[src/rtl/music_box_if.sv]
// -----------------------------------------------------------------------------
// music_box_if
// Bundles the control, song-ROM and note-enable signals of the music box
// sequencer. Clock and reset are not part of the bundle.
//
//   start    level, begin playback from address 0 when idle
//   stop     level, abort playback
//   loop     restart at address 0 instead of finishing (sampled at end-of-song)
//   rom_addr song ROM address (sequencer -> ROM)
//   rom_data registered ROM word, valid one clock after rom_addr
//   note_out note enables, bit0=C ... bit6=B, bit7=C1
//   busy     high whenever the sequencer is not idle
//   done     one-cycle pulse on normal end-of-song
//
// Modports: master = controller/ROM side, slave = sequencer side.
// -----------------------------------------------------------------------------
interface music_box_if #(
    parameter int ADDR_W = 8
);
    logic              start;
    logic              stop;
    logic              loop;
    logic [ADDR_W-1:0] rom_addr;
    logic [15:0]       rom_data;
    logic [7:0]        note_out;
    logic              busy;
    logic              done;

    modport master (
        output start, stop, loop, rom_data,
        input  rom_addr, note_out, busy, done
    );

    modport slave (
        input  start, stop, loop, rom_data,
        output rom_addr, note_out, busy, done
    );
endinterface

[src/rtl/music_box_sequencer.sv]
// -----------------------------------------------------------------------------
// music_box_sequencer
// Walks a song table in an external synchronous ROM and drives the eight
// note-enable lines of the square-wave synthesis block. Each ROM word is
// {eos[15], note_mask[14:7], duration_ticks[6:0]}; a beat tick is TICK_DIV
// clock cycles.
//
// Ports:
//   clock  system clock
//   reset  synchronous, active-high reset
//   bus    music_box_if.slave (start/stop/loop in, rom_addr out, rom_data in,
//          note_out/busy/done out)
//
// Parameters: ADDR_W (song ROM address width), TICK_DIV (cycles per tick, >=2)
//
// Optional feature: define MUSIC_BOX_GAP_EN to silence note_out during the
// final tick of every entry lasting two or more ticks.
// -----------------------------------------------------------------------------
module music_box_sequencer #(
    parameter int ADDR_W   = 8,
    parameter int TICK_DIV = 2500000
) (
    input  logic       clock,
    input  logic       reset,
    music_box_if.slave bus
);
    localparam int                TICK_W    = (TICK_DIV > 1) ? $clog2(TICK_DIV) : 1;
    localparam logic [TICK_W-1:0] TICK_LAST = TICK_W'(TICK_DIV - 1);

    typedef enum logic [1:0] {
        S_IDLE,
        S_FETCH,
        S_LOAD,
        S_PLAY
    } state_t;

    state_t            r_state, w_state_nxt;
    logic [ADDR_W-1:0] r_addr,  w_addr_nxt;
    logic [7:0]        r_note,  w_note_nxt;
    logic              r_done,  w_done_nxt;
    logic [6:0]        r_dur,   w_dur_nxt;
    logic [TICK_W-1:0] r_tick,  w_tick_nxt;

    logic              w_eos;
    logic [7:0]        w_mask;
    logic [6:0]        w_dur;

    assign w_eos  = bus.rom_data[15];
    assign w_mask = bus.rom_data[14:7];
    assign w_dur  = bus.rom_data[6:0];

    // busy is decoded from the state register only, so it stays registered.
    assign bus.rom_addr = r_addr;
    assign bus.note_out = r_note;
    assign bus.busy     = (r_state != S_IDLE);
    assign bus.done     = r_done;

    always_comb begin
        // NOTE: every output of this block gets a default first so no path
        // leaves it unassigned; that is what keeps it free of latches.
        w_state_nxt = r_state;
        w_addr_nxt  = r_addr;
        w_note_nxt  = r_note;
        w_done_nxt  = 1'b0;
        w_dur_nxt   = r_dur;
        w_tick_nxt  = r_tick;

        case (r_state)
            S_IDLE: begin
                if (bus.start) begin
                    w_addr_nxt  = '0;
                    w_state_nxt = S_FETCH;
                end
            end
            // rom_addr is on the ROM's input; its word is ready next cycle.
            S_FETCH: w_state_nxt = S_LOAD;
            S_LOAD: begin
                if (w_eos) begin
                    if (bus.loop) begin
                        w_addr_nxt  = '0;
                        w_state_nxt = S_FETCH;
                    end else begin
                        w_note_nxt  = 8'h00;
                        w_done_nxt  = 1'b1;
                        w_state_nxt = S_IDLE;
                    end
                end else if (w_dur == 7'd0) begin
                    // Zero-length entry: skip it without touching note_out.
                    w_addr_nxt  = r_addr + ADDR_W'(1);
                    w_state_nxt = S_FETCH;
                end else begin
                    w_note_nxt  = w_mask;
                    w_dur_nxt   = w_dur;
                    w_tick_nxt  = '0;
                    w_state_nxt = S_PLAY;
                end
            end
            S_PLAY: begin
                if (r_tick == TICK_LAST) begin
                    w_tick_nxt = '0;
                    w_dur_nxt  = r_dur - 7'd1;
                    if (r_dur == 7'd1) begin
                        w_addr_nxt  = r_addr + ADDR_W'(1);
                        w_state_nxt = S_FETCH;
                    end
`ifdef MUSIC_BOX_GAP_EN
                    // Entering the last tick of a multi-tick entry: go silent
                    // so back-to-back identical notes are heard separately.
                    if (r_dur == 7'd2) begin
                        w_note_nxt = 8'h00;
                    end
`else
`endif
                end else begin
                    w_tick_nxt = r_tick + TICK_W'(1);
                end
            end
            default: w_state_nxt = S_IDLE;
        endcase

        // stop overrides everything above, including start and end-of-song.
        // rom_addr is left where it was.
        if (bus.stop) begin
            w_state_nxt = S_IDLE;
            w_addr_nxt  = r_addr;
            w_note_nxt  = 8'h00;
            w_done_nxt  = 1'b0;
            w_dur_nxt   = '0;
            w_tick_nxt  = '0;
        end
    end

    // NOTE: state registers use non-blocking assignments so every register
    // samples the pre-edge values regardless of statement order.
    always_ff @(posedge clock) begin
        if (reset) begin
            r_state <= S_IDLE;
            r_addr  <= '0;
            r_note  <= 8'h00;
            r_done  <= 1'b0;
            r_dur   <= '0;
            r_tick  <= '0;
        end else begin
            r_state <= w_state_nxt;
            r_addr  <= w_addr_nxt;
            r_note  <= w_note_nxt;
            r_done  <= w_done_nxt;
            r_dur   <= w_dur_nxt;
            r_tick  <= w_tick_nxt;
        end
    end
endmodule

[src/flat_wrapper.sv]
// flat-port wrapper written by rule: the top's interface ports become plain ports
module music_box_sequencer_flat 
#(
    parameter int ADDR_W   = 8,
    parameter int TICK_DIV = 2500000
)
  (clock, reset, bus_start, bus_stop, bus_loop, bus_rom_data, bus_rom_addr, bus_note_out, bus_busy, bus_done);
  music_box_if #(.ADDR_W(ADDR_W)) bus_i ();
  input  logic clock;
  input  logic reset;
  input wire logic [$bits(bus_i.start)-1:0] bus_start;
  input wire logic [$bits(bus_i.stop)-1:0] bus_stop;
  input wire logic [$bits(bus_i.loop)-1:0] bus_loop;
  input wire logic [$bits(bus_i.rom_data)-1:0] bus_rom_data;
  output wire logic [$bits(bus_i.rom_addr)-1:0] bus_rom_addr;
  output wire logic [$bits(bus_i.note_out)-1:0] bus_note_out;
  output wire logic [$bits(bus_i.busy)-1:0] bus_busy;
  output wire logic [$bits(bus_i.done)-1:0] bus_done;
  assign bus_i.start = bus_start;
  assign bus_i.stop = bus_stop;
  assign bus_i.loop = bus_loop;
  assign bus_i.rom_data = bus_rom_data;
  assign bus_rom_addr = bus_i.rom_addr;
  assign bus_note_out = bus_i.note_out;
  assign bus_busy = bus_i.busy;
  assign bus_done = bus_i.done;
  music_box_sequencer #(.ADDR_W(ADDR_W), .TICK_DIV(TICK_DIV)) u_core (.clock(clock), .reset(reset), .bus(bus_i));
endmodule
[config.mk]
export PLATFORM = sky130hd
export DESIGN_NAME = music_box_sequencer_flat
export DESIGN_NICKNAME = d
export VERILOG_FILES = /design/src/rtl/music_box_if.sv /design/src/rtl/music_box_sequencer.sv /design/src/flat_wrapper.sv
export SDC_FILE = /design/constraint.sdc
export NUM_CORES = 1
export LEC_CHECK = 0
export CAP_MARGIN = 40
export CORE_ASPECT_RATIO = 0.7
export CORE_MARGIN = 4
export CORE_UTILIZATION = 35
export CTS_CLUSTER_DIAMETER = 60
export DETAILED_ROUTE_END_ITERATION = 8
export PLACE_DENSITY_LB_ADDON = 0.1
export SYNTH_ARGS = -nofsm -noshare
export SYNTH_HDL_FRONTEND = slang
export SYNTH_SLANG_ARGS = --single-unit
export TNS_END_PERCENT = 50
[constraint.sdc]
create_clock -name clock -period 7.1 [get_ports clock]
set_clock_uncertainty 0.15 [all_clocks]
set_input_delay 1.42 -clock clock [delete_from_list [all_inputs] [get_ports clock]]
set_output_delay 1.42 -clock clock [all_outputs]
set_load 0.005 [all_outputs]
==> metrics.log <==
[metrics] first-pass iteration count of the detailed router: 4
[metrics] Tmin final: 3960 ps
[metrics] power density over the cells: 154 nW/µm²
[metrics] ratio of cells with drive above 1 in the final layout: 4.17%
[metrics] Clock Pin Slew Worst Setup and Hold Paths: 80 ps
[metrics] area fraction of the dominant cell type after synthesis: 37.8%
[metrics] termination of the worst setup path: u_core.r_tick[18]$_SDFFE_PP0P_
[metrics] library cells used by synthesis: 48
[metrics] cts bufs inserted: 5
[metrics] Setup TNS: 0 ps
[metrics] area of the core: 6910 µm²
[metrics] cells after synthesis: 304
[metrics] Top Usage Layer GRT: met1
[metrics] status: completed
[metrics] Max-slew headroom: 43.0%
[metrics] final net count: 365
[metrics] share of synthesized cell area in full adder, half adder and majority cells: 4.43%
[metrics] Clk Tree Root Cell: clkbuf_8
[metrics] worst hold path class: reg -> reg
[metrics] I/O pin total: 39
[metrics] Post-CTS Hold Buffers: 0
[metrics] violation count after the first detailed-routing iteration: 98
[metrics] M2 GR Usage: 20.8%
[metrics] worst slack after detailed placement: 2830 ps
[metrics] arrival time of the worst setup path: 4040 ps
[metrics] Routed Wire Length: 6490 µm
[metrics] Starting Density: 36.8%
[metrics] CTS tree: done
[metrics] number of flops mapped to enable cells by yosys: 0
[metrics] buffer depth of the longest clock path: 2
[metrics] Worst Setup End Kind: flop
[metrics] maximum fanout along the worst path: 21
[metrics] net count after synthesis: 334
[metrics] count of unresolved DRC violations after routing: 0
[metrics] slew at the pin closest to its max-slew limit: 852 ps
[metrics] fraction of synthesized area in multiplexers: 1.58%
[metrics] total global routing track utilization: 15.3%
[metrics] global-route wire length before repair: 10700 µm
[metrics] Achievable Freq: 252 MHz
[metrics] pin count of the biggest net entering global routing: 22
[metrics] number of antenna violations at the first check in global routing: 0
[metrics] total of flip-flops plus latches after synthesis: 48
[metrics] clock latency at the later pin of the worst-skew pair: 300 ps
[metrics] Worst Setup Path Type: in -> reg
[metrics] slack of the worst reg-to-reg path: 3900 ps
[metrics] fin worst setup slack: 3140 ps
[metrics] Post-CTS Setup Repair Bufs: 0
[metrics] synthesis-to-layout area growth: 21.3%
[metrics] critical path launch point type: input pin
[metrics] post-route fraction of the period consumed by the critical path: 55.8%
[metrics] number of nets still failing antenna checks after routing: 0
[metrics] number of placement rows: 25
[metrics] first element of the critical path: bus_rom_data[2]
[metrics] post-synthesis cell type with the largest combined area: dfxtp_1
[metrics] top cells by area, synth: dfxtp_1, nor2_1, a21oi_1
[metrics] HPWL Detailed: 4610 µm
[metrics] xor/xnor cell area share of the yosys netlist: 3.79%
[metrics] Congestion Overflow GR: 0
[metrics] final setup violating endpoints: 0
[metrics] Register-to-Register Path Depth: 6
[metrics] data required time at the worst endpoint: 7180 ps
[metrics] unrepaired setup endpoints after global routing: no
[metrics] sequential share of the synthesized area: 37.8%
[metrics] yosys warns: 0
[metrics] share of synthesized flip-flops with an asynchronous set or reset: 0%
[metrics] area of the mapped netlist: 2540 µm²
[metrics] hold violation total from the final report: 0
[metrics] commonest register cell after synthesis: dfxtp_1
[metrics] average cell area after synthesis: 8.36 µm²
[metrics] Crit Reg-Reg Endpoint: u_core.r_dur[0]$_SDFFE_PP0P_
[metrics] Antenna Diode Count: 0
[metrics] dominant combinational cell family by area after synthesis: simple AND/OR/NAND/NOR gates
[metrics] Die Area: 8710 µm²
[metrics] drt via density: 5.33
[metrics] routability cong.: 0.826
[metrics] global-route track usage on met3: 3.90%
[metrics] die outline width: 110 µm
[metrics] met1 Track Usage GR: 23.5%
[metrics] count of input and output buffers: 38
[metrics] launch instance of the worst register-to-register path: u_core.r_state[0]$_SDFFE_PP0P_
[metrics] clock tree sinks: 48
[metrics] Leakage Power: 0.000983 µW
[metrics] total vias in the final route: 2292
[metrics] post-synthesis simple-gate area fraction: 25.3%
[metrics] WL/cell: 15.1 µm
[metrics] number of H-tree levels: 2
[metrics] # Max-Cap Violations: 0
[metrics] post-synthesis compound-gate area fraction: 23.5%
[metrics] height of the die: 79.3 µm
[metrics] Max VDD drop: 0.0554 mV
[metrics] cells resized by post-CTS repair: 0
[metrics] number of global-route vias before repair: 2137
[metrics] max-slew violation total from the final report: 0
==> state kept, by name, summed over array words and instances (netlist names) <==
signal	cells
u_core.r_tick	22
u_core.bus.note_out	8
u_core.bus.rom_addr	8
u_core.r_dur	7
u_core.r_state	2
u_core.bus.done	1
==> cell usage after synthesis (4+ instances only) <==
master / instances
or4_1: 4
nor3_1: 5
o31ai_1: 7
o21ai_0: 12
and3_1: 7
ha_1: 9
nand3_1: 8
o311ai_0: 7
o2111ai_1: 4
xor2_1: 11
nand2_1: 21
clkbuf_1: 15
nand4_1: 4
mux2i_1: 4
or3_1: 9
o21ai_1: 4
inv_1: 9
o211ai_1: 11
dfxtp_1: 48
nor2_1: 36
a21oi_1: 25
nor3b_1: 8
==> routing by layer <==
| layer | up-vias | share of wire [%] | wire (µm) |
|---|---|---|---|
| li1 | 1188 | - | - |
| met1 | 1055 | 55 | 3590 |
| met2 | 42 | 39 | 2520 |
| met3 | 7 | 5.0 | 327 |
| met4 | 0 | 0.91 | 59 |
| met5 | - | 0 | 0 |
==> where the power goes <==
group | internal [µW] | switching (µW) | leakage [µW]
Combinational | 15.5 | 16.8 | 0.000546
Clock | 78.0 | 93.7 | 0.0000510
Sequential | 269 | 0.468 | 0.000387
Total | 363 | 111 | 0.000983
==> cell type report <==
type                            count  area (µm²)
Fill cell                         663        3830
Multi-Input combinational cell    232        1490
Sequential cell                    48         961
Timing Repair Buffer               39         388
Tap cell                           94         118
Clock buffer                        6        82.6
Inverter                            9        33.8
Clock inverter                      2        10.0
==> critical path, cell delays in order <==
cell and delay, ps:
clkdlybuf4s50_1 420, or4_4 580, o21a_1 360, nor2_1 720
o21ai_1 150, buf_4 240, a21oi_1 140
==> through the flow <==
step | power [µW] | hold WS (ps) | std cells | instance area, µm² | utilization [%]
after floorplan | 291 | 294 | 304 | 2540 | -
after global placement | 309 | 318 | 422 | 2990 | 43.3
after detailed placement | 308 | 309 | 422 | 2990 | 43.3
after CTS | 481 | 321 | 430 | 3080 | 44.6
after global routing | 494 | 343 | 430 | 3080 | 44.6
final | 474 | 319 | 430 | 3080 | 44.6
==> cell families (layout without fill, tap and decap cells) <==
family,Yosys count,after routing
DFF,48,48
muxes,4,4
AOI/OAI and AO/OA,87,87
adders and majority gates,9,9
and+or+nand+nor,121,121
buffers and inverters,24,56
xor gates and xnor gates,11,11
==> layout by cell type (no fill, tap or decap), types with 3 or more instances in the layout <==
cell type        instances
nand4_1                  4
o2111ai_1                4
inv_1                    9
o31ai_1                  7
clkdlybuf4s50_1         38
nor2_1                  36
nor2b_1                  3
o211ai_1                11
a21oi_1                 25
nand3_1                  8
o311ai_0                 7
o21ai_0                 12
clkbuf_8                 6
nor3b_1                  8
o21ai_1                  4
or4_1                    4
mux2i_1                  4
or3_1                    9
and3_1                   7
ha_1                     9
nand2_1                 21
dfxtp_1                 48
nor3_1                   5
xor2_1                  11
o41ai_1                  3
==> how the worst min path moves through the flow <==
stage                                        from  slack, ps  cells after the start                             to
floorplan           u_core.r_tick[1]$_SDFFE_PP0P_        290                      2  u_core.r_tick[1]$_SDFFE_PP0P_
global placement    u_core.r_tick[1]$_SDFFE_PP0P_        320                      2  u_core.r_tick[1]$_SDFFE_PP0P_
detailed placement  u_core.r_tick[1]$_SDFFE_PP0P_        310                      2  u_core.r_tick[1]$_SDFFE_PP0P_
CTS                 u_core.r_tick[1]$_SDFFE_PP0P_        320                      2  u_core.r_tick[1]$_SDFFE_PP0P_
global route        u_core.r_tick[1]$_SDFFE_PP0P_        340                      2  u_core.r_tick[1]$_SDFFE_PP0P_
finish              u_core.r_tick[1]$_SDFFE_PP0P_        320                      2  u_core.r_tick[1]$_SDFFE_PP0P_
Note: power is estimated with default switching activity, not from simulation.
